### src/rtl/spi_bridge_pkg.sv
// Shared types and constants for the SPI-to-register bridge.
//   state_e  : bridge FSM states
//   RW_BIT   : command bit selecting read (1) or write (0)
//   RSV_BIT  : reserved command bit; a set value makes the frame ignored
//   ADDR_W   : IO register address width
//   DATA_W   : data byte width
package spi_bridge_pkg;

    typedef enum logic [2:0] {
        IDLE,
        CMD,
        WR_DATA,
        RD_FETCH,
        RD_DATA,
        IGNORE
    } state_e;

    localparam int RW_BIT  = 7;
    localparam int RSV_BIT = 6;
    localparam int ADDR_W  = 6;
    localparam int DATA_W  = 8;

endpackage

### src/rtl/spi_reg_bridge_if.sv
// Peripheral register bus between the bridge (master) and the IO registers (slave).
//   IO_Addr  : register address
//   dbus_out : write data, qualified by iowe
//   iowe     : one-cycle write strobe
//   iore     : one-cycle read strobe
//   dbus_in  : read data, valid the cycle after iore
interface spi_reg_bridge_if
    import spi_bridge_pkg::*;
();
    logic [ADDR_W-1:0] IO_Addr;
    logic [DATA_W-1:0] dbus_out;
    logic [DATA_W-1:0] dbus_in;
    logic              iowe;
    logic              iore;

    modport master (
        output IO_Addr, dbus_out, iowe, iore,
        input  dbus_in
    );

    modport slave (
        input  IO_Addr, dbus_out, iowe, iore,
        output dbus_in
    );
endinterface

### src/rtl/spi_sync_edge.sv
// Multi-flop synchronizer for one asynchronous input plus edge detection.
//   clk_i   : sampling clock
//   rst_n_i : synchronous active-low reset
//   d_i     : asynchronous input
//   q_o     : synchronized level
//   rise_o  : one-cycle pulse on a synchronized 0->1 transition
//   fall_o  : one-cycle pulse on a synchronized 1->0 transition
module spi_sync_edge #(
    parameter int   STAGES  = 2,
    parameter logic RST_VAL = 1'b0
) (
    input  logic clk_i,
    input  logic rst_n_i,
    input  logic d_i,
    output logic q_o,
    output logic rise_o,
    output logic fall_o
);

    logic [STAGES-1:0] sync_q;
    logic              prev_q;

    always_ff @(posedge clk_i) begin
        if (!rst_n_i) begin
            sync_q <= {STAGES{RST_VAL}};
            prev_q <= RST_VAL;
        end else begin
            sync_q <= {sync_q[STAGES-2:0], d_i};
            prev_q <= sync_q[STAGES-1];
        end
    end

    assign q_o    = sync_q[STAGES-1];
    assign rise_o =  sync_q[STAGES-1] & ~prev_q;
    assign fall_o = ~sync_q[STAGES-1] &  prev_q;

endmodule

### src/rtl/spi_reg_bridge.sv
// SPI mode-0 slave that turns frames into IO register bus accesses.
// Frame: command byte {RW, reserved, addr[5:0]} followed by data bytes.
//   cp2      : system clock
//   ireset   : synchronous active-low reset
//   sck_i    : SPI clock (async, mode 0)
//   mosi_i   : SPI data in, MSB first
//   ss_i     : slave select, active low
//   miso_o   : SPI data out, MSB first
//   miso_oe  : MISO drive enable
//   busy     : FSM not idle
//   bus      : register bus (master side)
module spi_reg_bridge
    import spi_bridge_pkg::*;
#(
    parameter int SYNC_STAGES = 2,
    parameter bit AUTO_INC    = 1'b1
) (
    input  logic             cp2,
    input  logic             ireset,
    input  logic             sck_i,
    input  logic             mosi_i,
    input  logic             ss_i,
    output logic             miso_o,
    output logic             miso_oe,
    output logic             busy,
    spi_reg_bridge_if.master bus
);

    localparam logic [1:0] WARM_DONE = 2'(SYNC_STAGES);

    logic sck_lvl, sck_rise, sck_fall;
    logic mosi_lvl, mosi_rise, mosi_fall;
    logic ss_lvl, ss_rise, ss_fall;

    spi_sync_edge #(.STAGES(SYNC_STAGES), .RST_VAL(1'b0)) u_sck (
        .clk_i(cp2), .rst_n_i(ireset), .d_i(sck_i),
        .q_o(sck_lvl), .rise_o(sck_rise), .fall_o(sck_fall)
    );
    spi_sync_edge #(.STAGES(SYNC_STAGES), .RST_VAL(1'b0)) u_mosi (
        .clk_i(cp2), .rst_n_i(ireset), .d_i(mosi_i),
        .q_o(mosi_lvl), .rise_o(mosi_rise), .fall_o(mosi_fall)
    );
    spi_sync_edge #(.STAGES(SYNC_STAGES), .RST_VAL(1'b1)) u_ss (
        .clk_i(cp2), .rst_n_i(ireset), .d_i(ss_i),
        .q_o(ss_lvl), .rise_o(ss_rise), .fall_o(ss_fall)
    );

    logic unused_edges;
    assign unused_edges = sck_lvl ^ mosi_rise ^ mosi_fall;

    state_e            state_q, state_d;
    logic [2:0]        bitcnt_q, bitcnt_d;
    logic [DATA_W-1:0] rx_q, rx_d;
    logic [DATA_W-1:0] tx_q, tx_d;
    logic [ADDR_W-1:0] addr_q, addr_d;
    logic [DATA_W-1:0] dout_q, dout_d;
    logic              iowe_q, iowe_d;
    logic              iore_q, iore_d;
    logic [1:0]        warm_q, warm_d;
    logic              armed_q, armed_d;

    logic              counting;
    logic              byte_done;
    logic [DATA_W-1:0] rx_shift;

    always_ff @(posedge cp2) begin
        if (!ireset) begin
            state_q  <= IDLE;
            bitcnt_q <= '0;
            rx_q     <= '0;
            tx_q     <= '0;
            addr_q   <= '0;
            dout_q   <= '0;
            iowe_q   <= 1'b0;
            iore_q   <= 1'b0;
            warm_q   <= '0;
            armed_q  <= 1'b0;
        end else begin
            state_q  <= state_d;
            bitcnt_q <= bitcnt_d;
            rx_q     <= rx_d;
            tx_q     <= tx_d;
            addr_q   <= addr_d;
            dout_q   <= dout_d;
            iowe_q   <= iowe_d;
            iore_q   <= iore_d;
            warm_q   <= warm_d;
            armed_q  <= armed_d;
        end
    end

    always_comb begin
        state_d  = state_q;
        bitcnt_d = bitcnt_q;
        rx_d     = rx_q;
        tx_d     = tx_q;
        addr_d   = addr_q;
        dout_d   = dout_q;
        iowe_d   = 1'b0;
        iore_d   = 1'b0;

        // The synchronizer chain still holds reset values for SYNC_STAGES
        // cycles after reset. Only arm once it has flushed and SS is seen
        // high, so an SS held low across reset never starts a frame.
        warm_d  = (warm_q == WARM_DONE) ? warm_q : warm_q + 2'd1;
        armed_d = armed_q | ((warm_q == WARM_DONE) & ss_lvl);

        counting  = (state_q == CMD) || (state_q == WR_DATA) ||
                    (state_q == RD_FETCH) || (state_q == RD_DATA);
        rx_shift  = {rx_q[DATA_W-2:0], mosi_lvl};
        byte_done = counting && sck_rise && (bitcnt_q == 3'd7);

        if (counting && sck_rise) begin
            rx_d     = rx_shift;
            bitcnt_d = bitcnt_q + 3'd1;
        end

        // Write address advances the cycle after its iowe pulse.
        if (iowe_q && AUTO_INC)
            addr_d = addr_q + ADDR_W'(1);

        case (state_q)
            IDLE: begin
                tx_d = '0;
                if (ss_fall && armed_q) begin
                    state_d  = CMD;
                    bitcnt_d = '0;
                    rx_d     = '0;
                end
            end
            CMD: begin
                if (byte_done) begin
                    addr_d = rx_shift[ADDR_W-1:0];
                    if (rx_shift[RSV_BIT]) begin
                        state_d = IGNORE;
                    end else if (rx_shift[RW_BIT]) begin
                        state_d = RD_FETCH;
                        iore_d  = 1'b1;
                    end else begin
                        state_d = WR_DATA;
                    end
                end
            end
            WR_DATA: begin
                if (byte_done) begin
                    dout_d = rx_shift;
                    iowe_d = 1'b1;
                end
            end
            RD_FETCH: begin
                // First cycle here is the iore cycle; the second one sees
                // the returned data and preloads the MSB onto MISO.
                if (!iore_q) begin
                    tx_d    = bus.dbus_in;
                    state_d = RD_DATA;
                end
            end
            RD_DATA: begin
                // The fall that follows a byte's 8th rise (bitcnt == 0) must
                // not shift: the next byte's MSB was already preloaded.
                if (sck_fall && (bitcnt_q != 3'd0))
                    tx_d = {tx_q[DATA_W-2:0], 1'b0};
                if (byte_done) begin
                    if (AUTO_INC)
                        addr_d = addr_q + ADDR_W'(1);
                    state_d = RD_FETCH;
                    iore_d  = 1'b1;
                end
            end
            IGNORE: ;
            default: state_d = IDLE;
        endcase

        // Deselect aborts the frame. A write byte completing in the same
        // cycle still gets its iowe; a read prefetch is dropped.
        if (ss_rise && (state_q != IDLE)) begin
            state_d  = IDLE;
            tx_d     = '0;
            bitcnt_d = '0;
            iore_d   = 1'b0;
        end
    end

    assign bus.IO_Addr  = addr_q;
    assign bus.dbus_out = dout_q;
    assign bus.iowe     = iowe_q;
    assign bus.iore     = iore_q;
    assign miso_o       = tx_q[DATA_W-1];
    assign miso_oe      = counting;
    assign busy         = (state_q != IDLE);

endmodule
### src/flat_wrapper.sv
// flat-port wrapper written by rule: the top's interface ports become plain ports
module spi_reg_bridge_flat import spi_bridge_pkg::*;
#(
    parameter int SYNC_STAGES = 2,
    parameter bit AUTO_INC    = 1'b1
)
  (cp2, ireset, sck_i, mosi_i, ss_i, miso_o, miso_oe, busy, bus_IO_Addr, bus_dbus_out, bus_iowe, bus_iore, bus_dbus_in);
  spi_reg_bridge_if bus_i ();
  input  logic cp2;
  input  logic ireset;
  input  logic sck_i;
  input  logic mosi_i;
  input  logic ss_i;
  output logic miso_o;
  output logic miso_oe;
  output logic busy;
  output wire logic [$bits(bus_i.IO_Addr)-1:0] bus_IO_Addr;
  output wire logic [$bits(bus_i.dbus_out)-1:0] bus_dbus_out;
  output wire logic [$bits(bus_i.iowe)-1:0] bus_iowe;
  output wire logic [$bits(bus_i.iore)-1:0] bus_iore;
  input wire logic [$bits(bus_i.dbus_in)-1:0] bus_dbus_in;
  assign bus_IO_Addr = bus_i.IO_Addr;
  assign bus_dbus_out = bus_i.dbus_out;
  assign bus_iowe = bus_i.iowe;
  assign bus_iore = bus_i.iore;
  assign bus_i.dbus_in = bus_dbus_in;
  spi_reg_bridge #(.SYNC_STAGES(SYNC_STAGES), .AUTO_INC(AUTO_INC)) u_core (.cp2(cp2), .ireset(ireset), .sck_i(sck_i), .mosi_i(mosi_i), .ss_i(ss_i), .miso_o(miso_o), .miso_oe(miso_oe), .busy(busy), .bus(bus_i));
endmodule
### config.mk
export PLATFORM = sky130hd
export DESIGN_NAME = spi_reg_bridge_flat
export DESIGN_NICKNAME = d
export VERILOG_FILES = /design/src/rtl/spi_bridge_pkg.sv /design/src/rtl/spi_reg_bridge_if.sv /design/src/rtl/spi_sync_edge.sv /design/src/rtl/spi_reg_bridge.sv /design/src/flat_wrapper.sv
export SDC_FILE = /design/constraint.sdc
export NUM_CORES = 1
export LEC_CHECK = 0
export CAP_MARGIN = 10
export CORE_ASPECT_RATIO = 1.2
export CORE_MARGIN = 1
export CORE_UTILIZATION = 40
export CTS_CLUSTER_SIZE = 30
export DETAILED_ROUTE_END_ITERATION = 16
export PLACE_DENSITY_LB_ADDON = 0.12
export RECOVER_POWER = 50
export SLEW_MARGIN = 10
export SYNTH_ARGS = -nofsm -noshare
export SYNTH_HDL_FRONTEND = slang
export SYNTH_HIERARCHICAL = 1
export SYNTH_SLANG_ARGS = --single-unit
export TNS_END_PERCENT = 20
### constraint.sdc
create_clock -name cp2 -period 3.35 [get_ports cp2]
set_input_delay 0.67 -clock cp2 [delete_from_list [all_inputs] [get_ports cp2]]
set_output_delay 0.67 -clock cp2 [all_outputs]
set_load 0.05 [all_outputs]
# ---- Word level (Yosys, flattened, before mapping)
# Cells that the tools add are included.
# W data, S select, Z words.
dict set report word_totals {
  reg_bits 49
  inputBits 13
  output_inout_bits 19
}
dict set report op_classes {
  add_sub_neg 3
  n_eq_ne 12
  mux 25
  bitwise 12
  reduce_logical 18
}
# op n
set ops {}
lappend ops {{$mux W8} 5}
lappend ops {{$mux W3} 8}
lappend ops {{$pmux W8 S3} 1}
lappend ops {{$mux W6} 3}
lappend ops {{$pmux W3 S5} 1}
lappend ops {{$pmux W6 S2} 1}
lappend ops {{$eq A3 B3 Y1 const B} 3}
lappend ops {{$reduce_bool A3 Y1} 3}
lappend ops {{$add A6 B1 Y6 const B} 1}
lappend ops {{$eq A3 B2 Y1 const B} 2}
lappend ops {{$ne A2 B1 Y1 const B} 3}
lappend ops {{$not A1 Y1} 6}
lappend ops {{$and A1 B1 Y1} 5}
lappend ops {{$logic_and A1 B1 Y1} 5}
lappend ops {{$mux W1} 5}
lappend ops {{$reduce_and A5 Y1} 1}
lappend ops {{$ne A2 B2 Y1 const B} 2}
lappend ops {{$reduce_and A2 Y1} 2}
lappend ops {{$reduce_or A2 Y1} 2}
lappend ops {{$add A3 B1 Y3 const B} 1}
lappend ops {{$eq A3 B1 Y1 const B} 1}
lappend ops {{$logic_not A3 Y1} 1}
lappend ops {{$logic_or A1 B1 Y1} 3}
lappend ops {{$reduce_and A3 Y1} 1}
lappend ops {{other kinds (4)} 4}

# ---- Logic depth before layout (Yosys ltp)
dict set report depth {
  word_depth 8
  depth_mapped 7
  mapped_depth_nobuf 7
}

# ---- By module
# Netlist, hierarchy kept.
# mod n_inst cells_each area_per_inst_um2 seq_area_each_um2
set modules_own_cells {}
lappend modules_own_cells {spi_reg_bridge 1 245 2119.5 800.8}
lappend modules_own_cells {spi_sync_edge 3 8 91.3 60.1}

# ---- Worst setup path before layout
# OpenSTA, ideal clock, no wires.
dict set report synth_timing {
  kind {register -> output}
  startpoint {reg u_core.state_q[1]}
  endpoint {out miso_oe}
  arrival_time_ns 1.169
  required_ns 2.680
  path_slack_ns 1.511
  path_stages_with_launch 5
  n_path_buf 2
  path_cell_list {dfxtp_1 -> buf_4 -> nor2_4 -> xnor2_1 -> buf_2}
}
dict set report synth_via {
  elab_chain_len 4
}
# element line
set synth_rtl {}
lappend synth_rtl {{from (decl)} spi_reg_bridge.sv:51} ;# state_e state_q, state_d;
lappend synth_rtl {{from (signal assigned)} spi_reg_bridge.sv:79} ;# state_q <= state_d;
lappend synth_rtl {{$eq A3 B1 Y1 or $eq A3 B2 Y1 (tied branches)} spi_reg_bridge.sv:108} ;# counting = (state_q == CMD) || (state_q == WR_DATA) ||
lappend synth_rtl {{$logic_or A1 B1 Y1 (2 in a row)} spi_reg_bridge.sv:108}
lappend synth_rtl {{$logic_or A1 B1 Y1 *} spi_reg_bridge.sv:109} ;# (state_q == RD_FETCH) || (state_q == RD_DATA);
lappend synth_rtl {{to (decl)} flat_wrapper.sv:15} ;# output logic miso_oe;
# Every way passes the cells marked *; elsewhere a longest branch is shown, timed or not.

# ---- Worst setup path after layout
dict set report layout_timing {
  startpoint {reg u_core.state_q[0]}
  endpoint {out busy}
}
dict set report layout_via {
  elab_chain_len 1
}
# element line
set layout_rtl {}
lappend layout_rtl {{$reduce_bool A3 Y1} spi_reg_bridge.sv:190} ;# assign busy = (state_q != IDLE);
lappend layout_rtl {{to (decl)} flat_wrapper.sv:16} ;# output logic busy;
# No other way between the ends.

==> flow_summary.ini <==
[run_status]
status = finished clean

[drt]
postRouteAntennaNets = 0
totalWireLength_mm = 4.85
drt-initial-drc-count = 89
drt_pass1_iterations = 4
via_count = 1903
post_drt_wl_per_cell_um = 13.1
vias_per_cell = 5.13
drc = 0

[sta]
hold_slack_ns = 0.411
period_share_pct = 85.9
finalWorstSetupSlack_ns = 0.473
clock.fmax_ghz = 0.348
slew_violations = 0
finalSetupViolCount = 0
relSlewSlack_pct = 43.3
fin_skew_ns = 0.00627
rsz0062_at_grt = false
setup_tns_ns = 0
max_slew.worst_pin.slew_ns = 0.847
period_needed_ns = 2.88
hold_viol = 0

[synthesis]
synth_area_um2 = 2350
yosysWarningCount = 6
syn_inst = 265
postSynthAreaPerCell_um2 = 8.89
synth_nets = 283

[worst_setup_path]
r2r-start = u_core/state_q[0]$_SDFFE_PP0P_
slowest_delay_ns = 0.83
reg2reg_depth = 6
required_ns = 2.68
startpoint_type = flip-flop
criticalPathCategory = flip-flop to output pin
path_max_fanout = 15
end_kind = output pin
crit_chain = nor2_1 > nand2_1 > clkdlybuf4s50_1
rrSetupSlack_ns = 1.03
slowest_stage = clkdlybuf4s50_1
r2r_end = u_core/bitcnt_q[0]$_SDFF_PP0_
crit_arrival_ns = 2.21

[global_routing]
met2_usage_pct = 26.2
grt_use_met3_pct = 3.64
grtUsageTotal_pct = 16.9
met1_usage_pct = 22.6
grt_max_degree = 20
antenna_found_initial = 0
grt_pass1_vias = 1742
overflow = 0
grt_pass1_wl_mm = 8.22
busiest_layer = met2

[clocking]
cts-buffers-inserted = 5
htree_levels = 2
cts-resized-gates = 0
cts.clk_slew.worst_paths_ns = 0.08
cts.sinks = 48
cts_tree = yes
holdBufCountCts = 0
cts-root-buf = clkbuf_8
cts.path.max_buffers = 2
post_cts_buffers = 0
clock_latency_ns = 0.30

[die]
die_area_um2 = 6200
start_util_pct = 41.5
dieWidth_um = 72.0
rows = 30
fp.dieH_um = 86.1
io_pins = 32
coreArea_um2 = 5670

[hold_path]
hold_path_end = u_core/u_ss/sync_q[1]$_SDFF_PN1_
hp-class = flip-flop to flip-flop
holdPathStages = 1
min-delay-start = u_core/u_ss/sync_q[0]$_SDFF_PN1_

[flow_run]
cap_violations = 0

[placement]
pre_cts_ws_ns = 0.823
portBuffers = 31
place_area_um2 = 2700
place_inst = 364
hpwl_mm = 3.42
gp_congestion = 0.841

[pwr]
total_power_mw = 1.03
p_per_area_nw_per_um2 = 373
p_leak_nw = 0.960
ir_drop_mv = 0.255

[layout]
n_fill_cell = 553
finalNonFillerCells = 371
postLayoutCoreUtil_pct = 48.8
diodes = 0
drive_gt1_share_pct = 7.22
finalNetCount = 309
syn2layout_area_growth_pct = 17.5
final_cell_area_um2 = 2770
[report_power, final]
part	switching (mW)	internal [mW]	total (mW)
sequential	0.0120	0.590	0.602
combinational	0.0490	0.0501	0.0991
clock	0.189	0.142	0.331
[cells in the final DEF, fill, tap and decap left out, drive strengths merged, types with 2 or more instances in the layout]
master,count
a221oi,8
clkbuf,7
or2,2
a21o,3
nand2,25
ha,5
nand3,14
nand3b,2
xnor2,6
nand2b,5
buf,3
clkdlybuf4s50,29
o21ai,15
a21oi,19
nor3,8
o211ai,3
a31oi,3
inv,4
mux2i,10
dfxtp,48
nand4,2
and2,10
nor2,17
xor2,5
and3,2
nor2b,22
nor3b,2
[routing by layer]
layer,vias to the layer above,wire (um),share of wire [%]
li1,971,-,-
met5,-,0,0
met1,887,2350,48
met2,36,2220,46
met3,9,173,3.6
met4,0,107,2.2
[worst max-delay path, delay by kind of cell (launching register included)]
family / cells / cell delay (ns)
buffers and inverters: 1 / 0.83
flip-flops: 1 / 0.62
AND/OR/NAND/NOR: 2 / 0.46
[registers in the layout, summed over array words and instances (netlist names)]
signal                count
u_core/u_sck/prev_q       1
u_core/rx_q               7
u_core/u_ss/sync_q        2
u_core/bitcnt_q           3
u_core/u_mosi/sync_q      2
u_core/bus.dbus_out       8
u_core/state_q            3
u_core/u_ss/prev_q        1
u_core/bus.iowe           1
u_core/tx_q               8
u_core/u_sck/sync_q       2
u_core/armed_q            1
u_core/warm_q             2
u_core/bus.iore           1
u_core/bus.IO_Addr        6
[cell type report]
type	count	area [um2]	share of cell area, %
clock inverter	2	12.5	0.452
sequential	48	961	34.7
multi-input combinational	197	1280	46.2
timing repair buffer	35	330	11.9
inverter	4	15.0	0.542
clock buffer	5	68.8	2.49
tap	80	100	3.62
[worst max-delay path by stage]
stage / startpoint / to / slack (ns) / cells after the start
after floorplan: u_core/state_q[1]$_SDFFE_PP0P_ / miso_oe / 1.51 / 4
final: u_core/state_q[0]$_SDFFE_PP0P_ / busy / 0.47 / 3
after detailed placement: u_core/state_q[2]$_SDFFE_PP0P_ / busy / 0.82 / 3
after global routing: u_core/state_q[0]$_SDFFE_PP0P_ / busy / 0.34 / 3
after global placement: u_core/state_q[2]$_SDFFE_PP0P_ / busy / 0.87 / 3
after CTS: u_core/state_q[2]$_SDFFE_PP0P_ / busy / 0.48 / 3
(Power assumes the default switching activity.)
